[config.mk]
export PLATFORM = sky130hd
export DESIGN_NAME = hazard_ctrl
export DESIGN_NICKNAME = d
export VERILOG_FILES = /design/src/rtl/hazard_ctrl.sv
export SDC_FILE = /design/constraint.sdc
export NUM_CORES = 1
export LEC_CHECK = 0
export BUFFER_PORTS_ARGS = -buffer_cell sky130_fd_sc_hd__buf_4
export CELL_PAD_IN_SITES_DETAIL_PLACEMENT = 1
export CELL_PAD_IN_SITES_GLOBAL_PLACEMENT = 1
export CORE_MARGIN = 3
export CORE_UTILIZATION = 39
export DETAILED_ROUTE_END_ITERATION = 16
export PLACE_DENSITY = 0.95
export SKIP_CTS_REPAIR_TIMING = 1
export SLEW_MARGIN = 20
export SYNTH_ARGS = -nofsm -noshare
export SYNTH_HDL_FRONTEND = slang
export SYNTH_SLANG_ARGS = --single-unit
[constraint.sdc]
create_clock -name clk -period 4.6 [get_ports clk]
set_input_delay 0.46 -clock clk [delete_from_list [all_inputs] [get_ports clk]]
set_output_delay 0.46 -clock clk [all_outputs]
set_load 0.05 [all_outputs]
[src/rtl/hazard_ctrl.sv]
// Hazard unit for the 5-stage RV32I pipeline: operand forwarding, multi-cycle load-use stall,
// memory-not-ready freeze, redirect flush and saturating stall/flush event counters.
module hazard_ctrl #(
    parameter int unsigned REG_AW   = 5,
    parameter int unsigned LOAD_LAT = 1,
    parameter int unsigned CNT_W    = 16
) (
    input  logic              clk,
    input  logic              rst,
    input  logic [REG_AW-1:0] Rs1D,
    input  logic [REG_AW-1:0] Rs2D,
    input  logic [REG_AW-1:0] Rs1E,
    input  logic [REG_AW-1:0] Rs2E,
    input  logic [REG_AW-1:0] RdE,
    input  logic [REG_AW-1:0] RdM,
    input  logic [REG_AW-1:0] RdW,
    input  logic              RegWriteM,
    input  logic              RegWriteW,
    input  logic              MemReadE,
    input  logic              BranchTakenE,
    input  logic              JumpE,
    input  logic              MemReady,
    input  logic              CntClr,
    output logic [1:0]        ForwardAE,
    output logic [1:0]        ForwardBE,
    output logic              StallF,
    output logic              StallD,
    output logic              StallE,
    output logic              StallM,
    output logic              FlushD,
    output logic              FlushE,
    output logic [CNT_W-1:0]  StallCycles,
    output logic [CNT_W-1:0]  FlushEvents
);

    typedef enum logic {StIdle, StLwait} state_t;

    localparam logic [3:0]       LatM1  = 4'(LOAD_LAT - 1);
    localparam logic [CNT_W-1:0] CntMax = '1;
    localparam logic [CNT_W-1:0] CntOne = CNT_W'(1);

    state_t     state_q, state_d;
    logic [3:0] cnt_q, cnt_d;
    logic       lu;
    logic       redir;

    // M result is younger than W, so it wins when both target the same register.
    always_comb begin
        ForwardAE = 2'b00;
        if (RegWriteM && (RdM == Rs1E) && (Rs1E != '0)) begin
            ForwardAE = 2'b01;
        end else if (RegWriteW && (RdW == Rs1E) && (Rs1E != '0)) begin
            ForwardAE = 2'b10;
        end
        ForwardBE = 2'b00;
        if (RegWriteM && (RdM == Rs2E) && (Rs2E != '0)) begin
            ForwardBE = 2'b01;
        end else if (RegWriteW && (RdW == Rs2E) && (Rs2E != '0)) begin
            ForwardBE = 2'b10;
        end
    end

    assign lu    = MemReadE && (RdE != '0) && ((RdE == Rs1D) || (RdE == Rs2D));
    assign redir = BranchTakenE || JumpE;

    always_ff @(posedge clk or posedge rst) begin
        if (rst) begin
            state_q <= StIdle;
            cnt_q   <= '0;
        end else begin
            state_q <= state_d;
            cnt_q   <= cnt_d;
        end
    end

    // The first stall cycle is spent in StIdle, so the wait state covers LOAD_LAT-1 more cycles.
    always_comb begin
        state_d = state_q;
        cnt_d   = cnt_q;
        if (MemReady) begin
            if (redir) begin
                state_d = StIdle;
                cnt_d   = '0;
            end else if (state_q == StLwait) begin
                cnt_d = cnt_q - 4'd1;
                if (cnt_q == 4'd1) begin
                    state_d = StIdle;
                end
            end else if (lu && (LOAD_LAT > 1)) begin
                state_d = StLwait;
                cnt_d   = LatM1;
            end
        end
    end

    always_comb begin
        StallF = 1'b0;
        StallD = 1'b0;
        StallE = 1'b0;
        StallM = 1'b0;
        FlushD = 1'b0;
        FlushE = 1'b0;
        if (!rst) begin
            if (!MemReady) begin
                StallF = 1'b1;
                StallD = 1'b1;
                StallE = 1'b1;
                StallM = 1'b1;
            end else if (redir) begin
                FlushD = 1'b1;
                FlushE = 1'b1;
            end else if ((state_q == StLwait) || lu) begin
                StallF = 1'b1;
                StallD = 1'b1;
                FlushE = 1'b1;
            end
        end
    end

    always_ff @(posedge clk or posedge rst) begin
        if (rst) begin
            StallCycles <= '0;
            FlushEvents <= '0;
        end else if (CntClr) begin
            StallCycles <= '0;
            FlushEvents <= '0;
        end else begin
            if (StallD && (StallCycles != CntMax)) begin
                StallCycles <= StallCycles + CntOne;
            end
            if (FlushD && (FlushEvents != CntMax)) begin
                FlushEvents <= FlushEvents + CntOne;
            end
        end
    end

endmodule

==> impl_table.tex, run 1 <==
\begin{tabular}{lr}
\hline
Metric & Value \\
\hline
\multicolumn{2}{l}{\textbf{Outcome}} \\
\quad Result of the run & finished clean \\
\multicolumn{2}{l}{\textbf{Critical path}} \\
\quad Crit path arrival time & approximately 1900 ps \\
\quad Critical path capture point type & output pin \\
\quad Maximum fanout along the worst path & 3 \\
\quad Startpoint type of the worst setup path & input pin \\
\quad Number of buffers and inverters on the critical path & 2 \\
\quad Slowest stage cell, crit path & or4\_1 \\
\quad Critical-path cell list & buf\_4 > or4\_1 > nor2\_1 > nor4\_1 > nor4\_1 > buf\_4 \\
\quad Req. time, crit path & 4140 ps \\
\quad Critical path's largest stage delay & approximately 530 ps \\
\quad WS Path Type & input pin to output pin \\
\quad Register-to-Register Setup Slack & 2360 ps \\
\quad Top Family by Delay on Critical Path & simple AND/OR/NAND/NOR gates \\
\multicolumn{2}{l}{\textbf{STA}} \\
\quad Setup repair after global routing missed its margin & false \\
\quad Maximum clock frequency & 0.423 GHz \\
\quad Hold WS & just under 300 ps \\
\quad Transition time at the pin with the least slew margin & between 700 and 800 ps \\
\quad Setup-failing EPs final & 0 \\
\quad Accumulated negative setup slack & 0 ps \\
\quad Final worst clock skew & 5.93 ps \\
\quad Crit path time final & between 2000 and 2500 ps \\
\quad Crit share post-route & 0.515 \\
\quad Fin. max-slew vios & 0 \\
\quad Total count of hold-check failures in the final report & 0 \\
\quad Worst-case headroom to the max-slew limit & 0.465 \\
\multicolumn{2}{l}{\textbf{CTS}} \\
\quad TritonCTS clock tree & yes \\
\quad Clock slew seen by the registers of the worst setup and hold paths & 70 ps \\
\quad Number of sinks on the clock net & 37 \\
\quad Total CTS buffers & 5 \\
\quad H-tree lvl count & 2 \\
\quad Clk buf depth & 2 \\
\quad Master cell of the clock root buffer & clkbuf\_8 \\
\quad Clock latency reported for the late side of the worst-skew pair & between 200 and 300 ps \\
\multicolumn{2}{l}{\textbf{Cells and area}} \\
\quad Antenna diode count & 0 \\
\quad Count of nets after finishing & a little over 400 \\
\quad Proportion of layout cells with a drive suffix above 1 & 0.292 \\
\quad Commonest non-fill, non-tap cell in the layout & buf\_4 \\
\quad Fill count & $\sim$730 \\
\quad Layout overhead on the synthesized area & 32.3\% \\
\quad Most frequent cells in the layout & buf\_4, dfrtp\_1, xnor2\_1 \\
\multicolumn{2}{l}{\textbf{Job}} \\
\quad Number of maximum-capacitance constraint violations & 0 \\
\multicolumn{2}{l}{\textbf{Routing}} \\
\quad Wire per inst & between 15 and 20 um \\
\quad Router iterations before antenna repair & 4 \\
\quad Final routed DRC violation total & 0 \\
\quad Total number of vias & around 2400 \\
\quad Violation count after the first detailed-route iteration & about 120 \\
\quad Number of nets still failing antenna checks after routing & 0 \\
\quad Via-to-Cell Ratio & roughly 5.6 \\
\quad Total wire length & $\sim$8 mm \\
\multicolumn{2}{l}{\textbf{Pwr}} \\
\quad Pleak & between 1 and 1.5 nW \\
\quad Maximum vdd ir drop & around 180 uV \\
\quad Pwr Density & approximately 220 nW/um\^{}2 \\
\multicolumn{2}{l}{\textbf{Synth}} \\
\quad Netlist area before placement & 2440 sq um \\
\quad Total of flip-flops plus latches after synthesis & 37 \\
\quad Synthesized Nets & around 320 \\
\quad Warning count from the yosys run & 0 \\
\quad Flip-flop cell with the highest count after synthesis & dfrtp\_1 \\
\quad Sequential fraction of the synthesis area & 0.380 \\
\quad Count of different cell masters after synthesis & 45 \\
\quad Avg Inst Size Synth & around 9 sq um \\
\quad Post-synth EDFFs & 0 \\
\quad Cells after synthesis & 275 \\
\quad FFs w/ async S/R, synth & 1.00 \\
\multicolumn{2}{l}{\textbf{Global route}} \\
\quad Number of global-route vias before repair & 2535 \\
\quad Maximum number of pins on one net before global-route repair & 40 \\
\quad First-pass GRT wire length & about 13 mm \\
\quad Total track usage & 0.220 \\
\quad Antenna violations before repair & 0 \\
\quad Gr ovfl total & 0 \\
\multicolumn{2}{l}{\textbf{Die}} \\
\quad Die height & between 80 and 90 um \\
\quad Boundary pin count & 86 \\
\quad DIE AREA & 7240 sq um \\
\quad Site row count & 28 \\
\quad Initial Util & 0.407 \\
\quad Die width & about 85 um \\
\quad Area of the placeable core & 5990 sq um \\
\multicolumn{2}{l}{\textbf{Placement}} \\
\quad Number of I/O port buffers & 85 \\
\quad Last weighted congestion value of the routability-driven placer & a little over 0.8 \\
\quad DP Wirelength & about 5.8 mm \\
\multicolumn{2}{l}{\textbf{Min path}} \\
\quad Hold/Removal Path Class & input pin to async pin \\
\hline
\end{tabular}
-- path summary, 6_finish.rpt --
path	from	to	depth (start not counted)
max	Rs1E[1]	ForwardAE[1]	6
min	rst	state_q	3
max reg2reg	StallCycles[2]	StallCycles[7]	6
min reg2reg	cnt_q[1]	cnt_q[1]	2
max in group asynchronous	rst	StallCycles[2]	3
min in group clk	MemReady	state_q	2
-- sequential cells by signal (all words and copies together) (netlist names) --
register	count
FlushEvents	16
StallCycles	16
cnt_q	4
state_q	1
-- synthesized netlist by cell type (6+ instances only) --
cell / instances / share of area
nor4_1: 6 / 0.015
inv_1: 6 / 0.0092
a21oi_1: 11 / 0.023
nand4_1: 14 / 0.036
nor2_1: 29 / 0.045
nand3_1: 15 / 0.031
or3_1: 11 / 0.028
dfrtp_1: 37 / 0.38
xnor2_1: 30 / 0.11
nand2_1: 28 / 0.043
o21ai_1: 11 / 0.023
xor2_1: 17 / 0.061
-- stage by stage --
step	area (sq um)	util	worst slack (ps)	total power, mW	instances
finish	3230	0.539	2230	0.719	435
detailed placement	3130	0.522	1930	0.471	427
CTS	3230	0.539	2200	0.726	435
floorplan	2440	-	1210	0.411	275
global placement	3130	0.522	2090	0.466	427
global route	3230	0.539	1950	0.755	435
-- logic make-up after synthesis --
family | synth area share
AO/OA/AOI/OAI | 0.124
buffers and inverters | 0.0308
XOR/XNOR | 0.169
AND/OR/NAND/NOR | 0.262
adder cells (fa/ha/maj) | 0.0205
multiplexers | 0.0144
flip-flops | 0.380
-- metal layers --
layer	share of wire	track usage
met4	0.022	0.0791
met2	0.53	0.386
met3	0.052	0.0359
met1	0.40	0.272
met5	0	0
-- worst reg2reg max path, stage by stage, from the launching register on --
cell and delay (ps):
dfrtp_1 480, and4_1 330, nand4_1 220, o211a_2 340, a21oi_4 390, o21ai_1 190
a21oi_1 210
-- area by class of cell --
class | count | area (sq um) | area share
clock inverters | 1 | 5.00 | 0.00155
multi-input cells | 223 | 1440 | 0.446
clock buffers | 7 | 96.3 | 0.0299
well taps | 75 | 93.8 | 0.0291
flip-flops and latches | 37 | 926 | 0.287
repair buffers | 86 | 646 | 0.200
inverters | 6 | 22.5 | 0.00698
-- power breakdown --
part	internal [mW]	leakage, nW	switching, mW	total (mW)
sequential	0.327	0.516	0.00340	0.330
clock	0.136	0.0542	0.119	0.255
combinational	0.0578	0.833	0.0763	0.134
total	0.520	1.40	0.199	0.719
Note: power is estimated with default switching activity, not from simulation.
==> run 2: changes to the inputs <==
Settings changed: CORE_UTILIZATION 39 to 37, PLACE_DENSITY 0.95 to 0.91.
Clock period 4.6 ns to 2.45 ns, I/O delays scaled along.
==> run 2 against run 1 <==
  * Non-clock buffer count stayed put
  * Critical path depth stayed put
  * Clock power is 77% higher
  * Combinational power is 90% higher
  * Worst hold slack worse by 170 ps
  * Routed wire length is 3.6% lower
  * Register-to-register slack worse by 2100 ps
  * Sequential cell count stayed put
  * Die area is 5.0% higher
  * Cell count stayed put
==> impl_table.tex, run 2 (synthesized netlist as in run 1, its figures left out) <==
\begin{tabular}{lr}
\hline
Metric & Value \\
\hline
\multicolumn{2}{l}{\textbf{Cells and area}} \\
\quad Layout overhead on the synthesized area & 33.2\% \\
\quad Proportion of layout cells with a drive suffix above 1 & 0.306 (+0.0139) \\
\quad Count of nets after finishing & 407 (unchanged) \\
\quad Biggest regs & FlushEvents (16), StallCycles (16), cnt\_q (4) \\
\quad Antenna diode count & 0 (unchanged) \\
\quad Commonest non-fill, non-tap cell in the layout & buf\_4 \\
\quad Post-layout utilization of the core & 0.527 (-0.0116) \\
\quad Fill count & 758 (+3.3\%) \\
\quad Most frequent cells in the layout & buf\_4, dfrtp\_1, xnor2\_1 \\
\multicolumn{2}{l}{\textbf{Pwr}} \\
\quad Overall power of the completed layout & 1.33 mW (+84\%) \\
\quad Maximum vdd ir drop & 207 uV (+15\%) \\
\quad Pleak & 1.40 nW (about the same) \\
\quad Pwr Density & 408 nW/um\^{}2 (+83\%) \\
\multicolumn{2}{l}{\textbf{Global route}} \\
\quad Total track usage & 0.203 (-0.0172) \\
\quad Gr ovfl total & 0 (unchanged) \\
\quad Number of global-route vias before repair & 2570 (+1.4\%) \\
\quad Antenna violations before repair & 0 (unchanged) \\
\quad Maximum number of pins on one net before global-route repair & 39 (-2.5\%) \\
\quad First-pass GRT wire length & 12.3 mm (-4.1\%) \\
\multicolumn{2}{l}{\textbf{Placement}} \\
\quad Number of I/O port buffers & 85 (unchanged) \\
\quad Last weighted congestion value of the routability-driven placer & 0.829 (+2.6\%) \\
\quad DP Wirelength & 5.96 mm (+3.0\%) \\
\multicolumn{2}{l}{\textbf{Routing}} \\
\quad Violation count after the first detailed-route iteration & 66 (-46\%) \\
\quad Via-to-Cell Ratio & 5.53 (-0.99\%) \\
\quad Total number of vias & 2407 (-0.99\%) \\
\quad Routed length on met1 & 3.02 mm (-4.1\%) \\
\quad Router iterations before antenna repair & 4 (unchanged) \\
\quad Detailed route wirelength on metal2 & 4.02 mm (-2.6\%) \\
\quad Total wire length & 7.58 mm (-3.6\%) \\
\quad Final routed DRC violation total & 0 (unchanged) \\
\quad Uppermost metal layer occupied by signal nets & met4 \\
\quad Number of nets still failing antenna checks after routing & 0 (unchanged) \\
\quad Routed length on met3 & 398 um (-1.7\%) \\
\quad Wire per inst & 17.4 um (-3.6\%) \\
\multicolumn{2}{l}{\textbf{STA}} \\
\quad Transition time at the pin with the least slew margin & 642 ps (-153 ps) \\
\quad Fin. max-slew vios & 0 (unchanged) \\
\quad Crit share post-route & 0.874 \\
\quad Worst-case headroom to the max-slew limit & 0.568 (+0.103) \\
\quad Accumulated negative setup slack & 0 ps (unchanged) \\
\quad Maximum clock frequency & roughly 0.47 GHz \\
\quad Total count of hold-check failures in the final report & 0 (unchanged) \\
\quad Setup-failing EPs final & 0 (unchanged) \\
\quad Crit path time final & approximately 2100 ps \\
\quad Final worst clock skew & 7.72 ps (+1.79 ps) \\
\quad Setup repair after global routing missed its margin & false \\
\multicolumn{2}{l}{\textbf{Critical path}} \\
\quad Crit path arrival time & 2310 ps (+400 ps) \\
\quad WS Path Type & flip-flop to flip-flop \\
\quad Register-to-Register Setup Slack & 310 ps (-2050 ps) \\
\quad Req. time, crit path & 2620 ps (-1520 ps) \\
\quad Maximum fanout along the worst path & 13 (+10) \\
\quad Startpoint type of the worst setup path & flip-flop \\
\quad Critical path capture point type & flip-flop \\
\multicolumn{2}{l}{\textbf{CTS}} \\
\quad Clock slew seen by the registers of the worst setup and hold paths & 80 ps (about the same) \\
\quad Clock latency reported for the late side of the worst-skew pair & 290 ps (about the same) \\
\quad Clk buf depth & 2 (unchanged) \\
\quad TritonCTS clock tree & yes \\
\quad Number of sinks on the clock net & 37 (unchanged) \\
\quad Master cell of the clock root buffer & clkbuf\_8 \\
\quad H-tree lvl count & 2 (unchanged) \\
\quad Total CTS buffers & 5 (unchanged) \\
\multicolumn{2}{l}{\textbf{Outcome}} \\
\quad Result of the run & finished clean \\
\multicolumn{2}{l}{\textbf{Die}} \\
\quad Boundary pin count & 86 (unchanged) \\
\quad Site row count & 28 (unchanged) \\
\quad Initial Util & 0.395 (-0.0116) \\
\quad Die height & 87.2 um (+2.5\%) \\
\quad Die width & 87.2 um (+2.5\%) \\
\quad Area of the placeable core & 6170 sq um (+2.9\%) \\
\quad DIE AREA & 7600 sq um (+5.0\%) \\
\multicolumn{2}{l}{\textbf{Job}} \\
\quad Number of maximum-capacitance constraint violations & 0 (unchanged) \\
\multicolumn{2}{l}{\textbf{Min path}} \\
\quad Hold/Removal Path Class & input pin to async pin \\
\hline
\end{tabular}
run 2: changes by cell type in the layout (fill, tap and decap cells not counted):
cell / previous run / this run
nor4_1: 6 / 2
nor2_1: 29 / 28
nor2_2: 0 / 1
clkinv_4: 0 / 1
nor4_2: 2 / 6
clkbuf_8: 7 / 6
run 2: path summary, 6_finish.rpt:
check	from	end	cells after the start
setup / recovery	StallCycles[2]	StallCycles[14]	6
hold / removal	rst	StallCycles[14]	3
setup reg to reg	StallCycles[2]	StallCycles[14]	6
hold reg to reg	cnt_q[1]	cnt_q[1]	2
max in group asynchronous	rst	cnt_q[0]	3
min in group clk	MemReady	cnt_q[2]	2
run 2: cell type report:
| class | count | area [sq um] | area share |
|---|---|---|---|
| well taps | 75 | 93.8 | 0.0289 |
| clock inverters | 2 | 13.8 | 0.00424 |
| inverters | 6 | 22.5 | 0.00693 |
| flip-flops and latches | 37 | 926 | 0.285 |
| multi-input cells | 223 | 1470 | 0.451 |
| repair buffers | 86 | 646 | 0.199 |
| clock buffers | 6 | 82.6 | 0.0254 |
run 2: critical path, cell delays in order, from the launching register on:
cell and delay [ps]:
dfrtp_1 450, and4_1 300, nand4_1 230, o2111a_1 330, a21oi_2 440, or3_1 210
a21oi_2 60
run 2: per-layer routing:
| layer | global-route usage | up-vias |
|---|---|---|
| met1 | 0.234 | 1193 |
| met5 | 0 | - |
| li1 | - | 1138 |
| met3 | 0.0369 | 12 |
| met4 | 0.0544 | 0 |
| met2 | 0.380 | 64 |
run 2: metrics by stage:
step	worst slack [ps]	instance area (sq um)	std cells	hold slack, ps
4_1_cts	289	3250	435	136
3_3_place_gp	422	3150	427	443
2_1_floorplan	54.1	2470	275	423
3_5_place_dp	315	3150	427	454
5_1_grt	81.7	3250	435	165
6_report	308	3250	435	127
run 2: report_power, final:
part	switching [mW]	internal [mW]	leakage (nW)	total [mW]
Combinational	0.145	0.109	0.834	0.254
Sequential	0.00589	0.614	0.516	0.620
Clock	0.224	0.228	0.0512	0.452
Total	0.375	0.951	1.40	1.33
